<file path="config.mk">
export PLATFORM = sky130hd
export DESIGN_NAME = prng_range
export DESIGN_NICKNAME = d
export VERILOG_FILES = /design/src/rtl/prng_pkg.sv /design/src/rtl/lfsr_core.sv /design/src/rtl/prng_range.sv
export SDC_FILE = /design/constraint.sdc
export NUM_CORES = 1
export LEC_CHECK = 0
export ABC_AREA = 1
export CORE_MARGIN = 10
export CORE_UTILIZATION = 30
export CTS_BUF_LIST = sky130_fd_sc_hd__clkbuf_8
export DETAILED_ROUTE_END_ITERATION = 10
export SYNTH_ARGS = -nofsm -noshare
export SYNTH_HDL_FRONTEND = slang
export SYNTH_HIERARCHICAL = 1
export SYNTH_SLANG_ARGS = --single-unit
</file>
<file path="constraint.sdc">
create_clock -name i_Clk -period 1.3 [get_ports i_Clk]
set_clock_uncertainty 0.05 [all_clocks]
set_input_delay 0.195 -clock i_Clk [delete_from_list [all_inputs] [get_ports i_Clk]]
set_output_delay 0.195 -clock i_Clk [all_outputs]
set_load 0.01 [all_outputs]
</file>
<file path="src/rtl/prng_pkg.sv">
// Shared types and default constants for the range-limited PRNG.
// The FSM state enum is also used for the debug state output.
package prng_pkg;

    typedef enum logic [1:0] {
        ST_IDLE  = 2'd0,
        ST_STEP  = 2'd1,
        ST_CHECK = 2'd2,
        ST_DONE  = 2'd3
    } prng_state_e;

    // Feedback taps on bits 13, 12, 11 and 1 of a 14-bit LFSR.
    localparam logic [13:0] PRNG_TAPS_DEFAULT = 14'h3802;
    // Reset value, and the recovery value if the register would go all-zero.
    localparam logic [13:0] PRNG_SEED_DEFAULT = 14'h32AF;

endpackage

</file>
<file path="src/rtl/lfsr_core.sv">
// Fibonacci-style LFSR with seed load and all-zero lockup guard.
// Priority: reset, then seed load, then step.
module lfsr_core #(
    parameter int                 WIDTH = 14,
    parameter logic [WIDTH-1:0]   TAPS  = 14'h3802,
    parameter logic [WIDTH-1:0]   SEED  = 14'h32AF
) (
    input  logic              i_Clk,
    input  logic              i_Rst,
    input  logic              i_Load,
    input  logic [WIDTH-1:0]  i_Seed,
    input  logic              i_Step,
    output logic [WIDTH-1:0]  o_State
);

    logic [WIDTH-1:0] state_q;
    logic [WIDTH-1:0] state_d;
    logic [WIDTH-1:0] shifted;
    logic             feedback;

    // Next-state selection: a zero seed or a zero shift result falls back to SEED.
    always_comb begin
        feedback = ^(state_q & TAPS);
        shifted  = {state_q[WIDTH-2:0], feedback};
        state_d  = state_q;
        if (i_Load) begin
            state_d = (i_Seed == '0) ? SEED : i_Seed;
        end else if (i_Step) begin
            state_d = (shifted == '0) ? SEED : shifted;
        end
    end

    // State register with synchronous reset to SEED.
    always_ff @(posedge i_Clk) begin
        if (i_Rst) begin
            state_q <= SEED;
        end else begin
            state_q <= state_d;
        end
    end

    assign o_State = state_q;

endmodule

</file>
<file path="src/rtl/prng_range.sv">
// Range-limited random number generator using rejection sampling on an LFSR.
// A request walks IDLE -> STEP -> CHECK (-> STEP on rejection) -> DONE.
// After MAX_TRY rejections the result is 0 with o_Fallback set.
// Optional feature: define PRNG_FREE_RUN_EN to let the LFSR shift every
// cycle while IDLE, so request timing adds entropy.
// Handshake: i_RandNeed is a level request sampled only in IDLE; the result is
// valid for exactly one cycle when o_isRanDone is high, and o_RandNum holds
// its value until the next completion.
module prng_range
    import prng_pkg::*;
#(
    parameter int               WIDTH   = 14,
    parameter logic [WIDTH-1:0] TAPS    = PRNG_TAPS_DEFAULT,
    parameter logic [WIDTH-1:0] SEED    = PRNG_SEED_DEFAULT,
    parameter int               OUT_W   = 8,
    parameter int               MAX_TRY = 8
) (
    input  logic              i_Clk,
    input  logic              i_Rst,
    input  logic              i_RandNeed,
    input  logic [OUT_W-1:0]  i_Limit,
    input  logic              i_SeedLoad,
    input  logic [WIDTH-1:0]  i_Seed,
    output logic [OUT_W-1:0]  o_RandNum,
    output logic              o_isRanDone,
    output logic              o_Busy,
    output logic              o_Fallback,
    output logic [1:0]        o_DbgState
);

    localparam int CNT_W = (MAX_TRY > 1) ? $clog2(MAX_TRY) : 1;

    prng_state_e      state_q;
    logic [CNT_W-1:0] try_q;
    logic [OUT_W-1:0] rand_q;
    logic             done_q;
    logic             busy_q;
    logic             fallback_q;

    logic [WIDTH-1:0] lfsr_state;
    logic [OUT_W-1:0] candidate;
    logic             accept;
    logic             lfsr_step;
    logic             last_try;

    assign candidate = lfsr_state[OUT_W-1:0];
    assign accept    = (i_Limit == '0) || (candidate < i_Limit);
    assign last_try  = !(32'(try_q) < (MAX_TRY - 1));

`ifdef PRNG_FREE_RUN_EN
    assign lfsr_step = (state_q == ST_STEP) || (state_q == ST_IDLE);
`else
    assign lfsr_step = (state_q == ST_STEP);
`endif

    lfsr_core #(
        .WIDTH (WIDTH),
        .TAPS  (TAPS),
        .SEED  (SEED)
    ) u_lfsr (
        .i_Clk   (i_Clk),
        .i_Rst   (i_Rst),
        .i_Load  (i_SeedLoad),
        .i_Seed  (i_Seed),
        .i_Step  (lfsr_step),
        .o_State (lfsr_state)
    );

    // Request FSM, try counter and registered outputs; seed load aborts any request.
    always_ff @(posedge i_Clk) begin
        if (i_Rst) begin
            state_q    <= ST_IDLE;
            try_q      <= '0;
            rand_q     <= '0;
            done_q     <= 1'b0;
            busy_q     <= 1'b0;
            fallback_q <= 1'b0;
        end else if (i_SeedLoad) begin
            state_q <= ST_IDLE;
            done_q  <= 1'b0;
            busy_q  <= 1'b0;
        end else begin
            case (state_q)
                ST_IDLE: begin
                    done_q <= 1'b0;
                    if (i_RandNeed) begin
                        state_q <= ST_STEP;
                        busy_q  <= 1'b1;
                        try_q   <= '0;
                    end
                end
                ST_STEP: begin
                    state_q <= ST_CHECK;
                end
                ST_CHECK: begin
                    if (accept) begin
                        rand_q     <= candidate;
                        fallback_q <= 1'b0;
                        done_q     <= 1'b1;
                        state_q    <= ST_DONE;
                    end else if (!last_try) begin
                        try_q   <= try_q + 1'b1;
                        state_q <= ST_STEP;
                    end else begin
                        rand_q     <= '0;
                        fallback_q <= 1'b1;
                        done_q     <= 1'b1;
                        state_q    <= ST_DONE;
                    end
                end
                ST_DONE: begin
                    done_q  <= 1'b0;
                    busy_q  <= 1'b0;
                    state_q <= ST_IDLE;
                end
                default: begin
                    state_q <= ST_IDLE;
                    done_q  <= 1'b0;
                    busy_q  <= 1'b0;
                end
            endcase
        end
    end

    assign o_RandNum   = rand_q;
    assign o_isRanDone = done_q;
    assign o_Busy      = busy_q;
    assign o_Fallback  = fallback_q;
    assign o_DbgState  = state_q;

endmodule

</file>
Word level (Yosys, flattened, before mapping)
Cells that the tools add are included.
{ "totals": {"out_inout_bits": 13, "word_cells": 55, "inputBits": 26, "ff_bits": 30} }
{ "op_classes": {"eq_ne": 8, "n_mux": 20, "add_sub_neg": 1, "n_bitwise": 1, "magnitude_cmp": 2, "reduce_logical": 16} }
{ "op_table": {"columns": ["op", "n"], "rows": [
  ["14-bit 2-to-1 mux", 4],
  ["14-bit zero test", 2],
  ["8-bit 2-to-1 mux", 2],
  ["14-bit parity", 1],
  ["3-bit 2-to-1 mux", 3],
  ["8-bit zero test", 1],
  ["8-bit < comparator", 1],
  ["2-bit inequality test (second input constant)", 4],
  ["2-bit one-hot mux with 4 select lines", 1],
  ["2-bit nonzero test", 4],
  ["2-bit 2-to-1 mux", 3],
  ["3-bit one-hot mux with 2 select lines", 1],
  ["5-bit AND reduction", 1],
  ["2-bit equality test (second input constant)", 2],
  ["1-bit 2-to-1 mux", 4],
  ["1-bit one-hot mux with 2 select lines", 2],
  ["2-bit AND reduction", 2],
  ["2-bit OR reduction", 2],
  ["3-bit by 1-bit adder with 3-bit output (second input constant)", 1],
  ["3-bit < comparator (second input constant)", 1],
  ["3-bit inequality test (second input constant)", 1],
  ["3-bit AND reduction", 1],
  ["2-bit by 1-bit equality test with 1-bit output (second input constant)", 1],
  ["2-bit zero test", 1],
  ["other kinds (2)", 2]
]} }

Logic depth before layout (Yosys ltp)
{ "logic_depth": {"depth_word": 5, "mapped_depth": 13, "depth_no_buf": 13} }

Cells and area by module
The synthesis kept the hierarchy.
{ "modules_own_cells": {"columns": ["mod", "cells_per_inst", "instances", "seq_area_each_um2", "area_each_um2"], "rows": [
  ["prng_range", 129, 1, 320.3, 979.7],
  ["lfsr_core", 163, 1, 280.3, 968.4]
]} }

Worst setup path after synthesis
Ideal clock, no wire load.
{ "synth_timing": {"kind": "register -> register", "startpoint": "reg state_q[0] (netlist: o_DbgState[0])", "endpoint": "reg try_q[1]", "arrival_time_ns": 1.365, "setup_time_ns": 0.067, "required_ns": 1.183, "n_path_buf": 0, "path_stages_with_launch": 7, "setup_slack_ns": -0.183, "cell_sequence": "dfxtp_1 -> inv_1 -> ha_1 -> nor2_2 -> nor3_4 -> nand3_1 -> a21oi_2"} }
{ "synth_between": {"elab_chain_len": 3, "elab_cells_between_ends": 8, "classes_between": "4 x eq/ne; 1 x mux; 3 x reduce/logical"} }
{ "synth_lines": {"columns": ["element", "line_no", "rtl"], "rows": [
  ["start, declared", "prng_range.sv:33", "prng_state_e state_q;"],
  ["start signal, assigned", "prng_range.sv:72", "state_q <= ST_IDLE;"],
  ["start signal, assigned", "prng_range.sv:79", "state_q <= ST_IDLE;"],
  ["start signal, assigned", "prng_range.sv:87", "state_q <= ST_STEP;"],
  ["2-bit equality test or 2-bit zero test (tied branches)", "prng_range.sv:83", "case (state_q)"],
  ["2-bit inequality test (no source line) or 2-bit nonzero test (tied branches)", null, null],
  ["5-bit AND reduction (no source line)", null, null],
  ["end signal, assigned", "prng_range.sv:102", "try_q <= try_q + 1'b1;"],
  ["end, declared", "prng_range.sv:34", "logic [CNT_W-1:0] try_q;"]
]} }
Several ways; a longest one is shown, not always the timed one.
A chain may end at the register's enable or synchronous reset.

Worst setup path after layout
{ "layout_timing": {"startpoint": "reg u_lfsr.state_q[7] (netlist: u_lfsr/o_State[7])", "endpoint": "reg try_q[1]"} }
{ "layout_between": {"elab_chain_len": 4} }
{ "layout_lines": {"columns": ["element", "line_no", "rtl"], "rows": [
  ["start, declared", "lfsr_core.sv:16", "logic [WIDTH-1:0] state_q;"],
  ["start signal, assigned", "lfsr_core.sv:38", "state_q <= state_d;"],
  ["8-bit < comparator", "prng_range.sv:47", "assign accept = (i_Limit == '0) || (candidate < i_Limit);"],
  ["1-bit logical OR", "prng_range.sv:47", null],
  ["2-bit inequality test (no source line)", null, null],
  ["5-bit AND reduction (no source line)", null, null]
]} }
No other way between the ends.

==> run metrics <==
outcome=finished with violations; violated checks=setup timing; Worst Setup Path Type=flip-flop to flip-flop; number of storage elements in the synthesis netlist=30; cells after synthesis=292; largest net degree at the start of global routing=14; Clk Tree Root Cell=sky130_fd_sc_hd__clkbuf_8; # H-tree levels=2; NetSw=0.753 mW; horizontal die dimension=101 um; reg-to-reg endpoint=try_q[1]$_SDFFE_PP0P_; WP data arrival=1.72 ns; post-synthesis to final-layout area growth=50.7%; via count of the first global-routing pass=2037; hold path depth=2; first-pass GRT wire length=about 9.3 mm; total inserted antenna cells=0; Clk Latency, worst-skew pair=0.28 ns; Placement Rows=29; Sw Share=0.305; clock power share=0.321; Seq pwr share=0.409; worst r2r src=u_lfsr/o_State[7]$_SDFFE_PP1P_; routed wirelength normalized by instance count=approximately 12 um; nets in the synthesized netlist=330; DRC violation count after routing=0; FF-to-FF setup slack=-0.24 ns; final weighted congestion in routability-driven placement=a little over 0.8; number of sinks on the clock net=30; most common cell after layout, fill and taps aside=sky130_fd_sc_hd__nand2_1; clock period minus final worst setup slack=1.54 ns; worst slew slack as a fraction of its limit=0.785; core region area=6310 sq um; worst-case clock buffer depth=2; power share of the combinational group=0.270; slew of the pin with the lowest slew margin=0.322 ns; global-route usage over all layers=0.111; Leak Pwr=roughly 1.5 nW; share of layout cells above drive strength 1=0.267; number of hold buffers added after cts=0; DRC marker count from the first detailed-route iteration=76; Min-Delay Endpoint=o_Fallback$_SDFFE_PP0P_; Internal Pwr Total=1.72 mW; Max Freq=648 MHz; kind of end point of the critical path=flip-flop; estimated wirelength of the detail-placed design=4.37 mm; number of distinct standard cells referenced by the synthesized netlist=32; DRT antenna net count=0; Hold/Removal Path Class=flip-flop to flip-flop; number of max-slew violations in the final report=0; proportion of synthesized chip area in sequential cells=0.308; final setup fails=14; post-synthesis instance area=1950 sq um; element type at the critical path start=flip-flop; top library cells by usage in the layout, fill and taps aside=77 x sky130_fd_sc_hd__nand2_1, 38 x sky130_fd_sc_hd__buf_4, 35 x sky130_fd_sc_hd__nor2_1; PD cells=841 nW/um^2; number of warning messages in the yosys log=6; post-layout util=0.465; worst reg2reg path depth=8; largest fanout of any net on the critical path=6; routed via count divided by cell count=4.59; total vias in the final route=2070; data required time of the worst path=1.47 ns; final net count=just over 400; clock buffer count from CTS=5; IO Pins=39; non-filler cells, final=approximately 450; number of cells in the design after placement=~440; number of buffers inserted by port buffering=38; launch point of the worst hold path=o_Fallback$_SDFFE_PP0P_; effective utilization at floorplan=0.309; CTS tree=done; clock slew at the register clock pins of the worst setup and hold paths=0.07 ns; post-route worst setup slack=-0.244 ns; peak supply drop=0.469 mV; total iterations of the first detailed-routing run=4; number of antenna violations at the first check in global routing=0; unrepaired setup endpoints after global routing=yes; number of maximum-capacitance constraint violations=0; Hold Fails Final Rpt=0; crit share post-route=1.19; Total Routed Length=5.54 mm; worst slack at placement=-0.651 ns; vertical die dimension=101 um; residual overflow from global routing=0; fillcell total=673; post-synthesis area per instance=6.67 sq um; full die area=10100 sq um
## state kept, by name (all words and copies together) (netlist names)
| name | count |
|---|---|
| o_Busy | 1 |
| o_DbgState | 2 |
| o_Fallback | 1 |
| o_RandNum | 8 |
| o_isRanDone | 1 |
| try_q | 3 |
| u_lfsr/o_State | 14 |
## final cells by class
type	count	area, sq um	share of cell area
inverters	40	155	0.0528
clock buffers	6	82.6	0.0281
well taps	77	96.3	0.0328
flip-flops and latches	30	616	0.210
repair buffers	80	686	0.233
clock inverters	2	12.5	0.00426
multi-input cells	216	1290	0.439
## through the flow
| step | area [sq um] | hold WS [ns] | TNS, ns | total power [mW] |
|---|---|---|---|---|
| floorplan | 2020 | 0.305 | -1.23 | 1.38 |
| global placement | 2750 | 0.390 | -12.12 | 1.66 |
| detailed placement | 2750 | 0.403 | -12.19 | 1.67 |
| CTS | 2850 | 0.407 | -2.99 | 2.47 |
| global route | 2940 | 0.421 | -5.25 | 2.64 |
| finish | 2940 | 0.398 | -2.91 | 2.47 |
## worst max-delay path by stage
stage | from | cells after the start | to | slack (ns)
finish | u_lfsr/o_State[7]$_SDFFE_PP1P_ | 8 | try_q[1]$_SDFFE_PP0P_ | -0.24
CTS | u_lfsr/o_State[7]$_SDFFE_PP1P_ | 9 | try_q[1]$_SDFFE_PP0P_ | -0.25
global placement | i_Limit[7] | 11 | o_isRanDone$_SDFFE_PP0P_ | -0.64
detailed placement | i_Limit[7] | 11 | try_q[1]$_SDFFE_PP0P_ | -0.65
global route | u_lfsr/o_State[3]$_SDFFE_PP1P_ | 12 | try_q[1]$_SDFFE_PP0P_ | -0.36
floorplan | u_lfsr/o_State[1]$_SDFFE_PP1P_ | 12 | try_q[1]$_SDFFE_PP0P_ | -0.14
## what timing repair did
| action | 4_1_cts | 5_1_grt |
|---|---|---|
| endpoints found under the setup margin | 32 | 32 |
| endpoints found under the hold margin | 0 | 0 |
| buffers inserted | 1 | 2 |
| resized for setup | 27 | 22 |
| pin swaps | 5 | 1 |
| gates cloned | 1 | 0 |
## synth_stat cells (all sizes together)
cell	instances	area (sq um)
nor2	43	198
nor4	2	12.5
nand2	84	345
dfxtp	30	601
ha	12	150
a21oi	36	184
o21ai	6	30.0
a31oi	1	6.26
clkbuf	3	12.5
a22oi	5	37.5
or2	1	8.76
o21a	1	7.51
nand3	13	95.1
nand4	8	50.1
a211oi	2	15.0
inv	39	146
clkinv	1	3.75
nor3	1	16.3
buf	4	28.8
## per-layer routing
layer | routed length (um) | GRT usage
met5 | 0 | 0
met4 | 80 | 0.0522
met3 | 236 | 0.0322
met2 | 2730 | 0.187
met1 | 2490 | 0.127
## kinds of logic after synthesis
logic type / Yosys count / share of synthesized area
simple gates: 152 / 0.373
buf+inv: 47 / 0.0983
fa+ha+maj: 12 / 0.0771
flops: 30 / 0.308
compound gates: 51 / 0.144
## critical path: stages (launching register included)
cell                      delay, ns
sky130_fd_sc_hd__dfxtp_4       0.36
sky130_fd_sc_hd__ha_4          0.27
sky130_fd_sc_hd__nand2_2       0.05
sky130_fd_sc_hd__o21a_1        0.17
sky130_fd_sc_hd__nand2_2       0.11
sky130_fd_sc_hd__nand3_4       0.13
sky130_fd_sc_hd__nand2_4       0.12
sky130_fd_sc_hd__nand3_1       0.09
sky130_fd_sc_hd__a21oi_2       0.14
## power by group through the flow
| stage | clock network [mW] | logic [mW] | registers, mW |
|---|---|---|---|
| 2_1_floorplan | 0 | 0.346 | 1.03 |
| 3_3_place_gp | 0 | 0.629 | 1.03 |
| 3_5_place_dp | 0 | 0.637 | 1.03 |
| 4_1_cts | 0.822 | 0.642 | 1.01 |
| 5_1_grt | 0.868 | 0.751 | 1.02 |
| 6_report | 0.792 | 0.667 | 1.01 |
(Power assumes the default switching activity.)
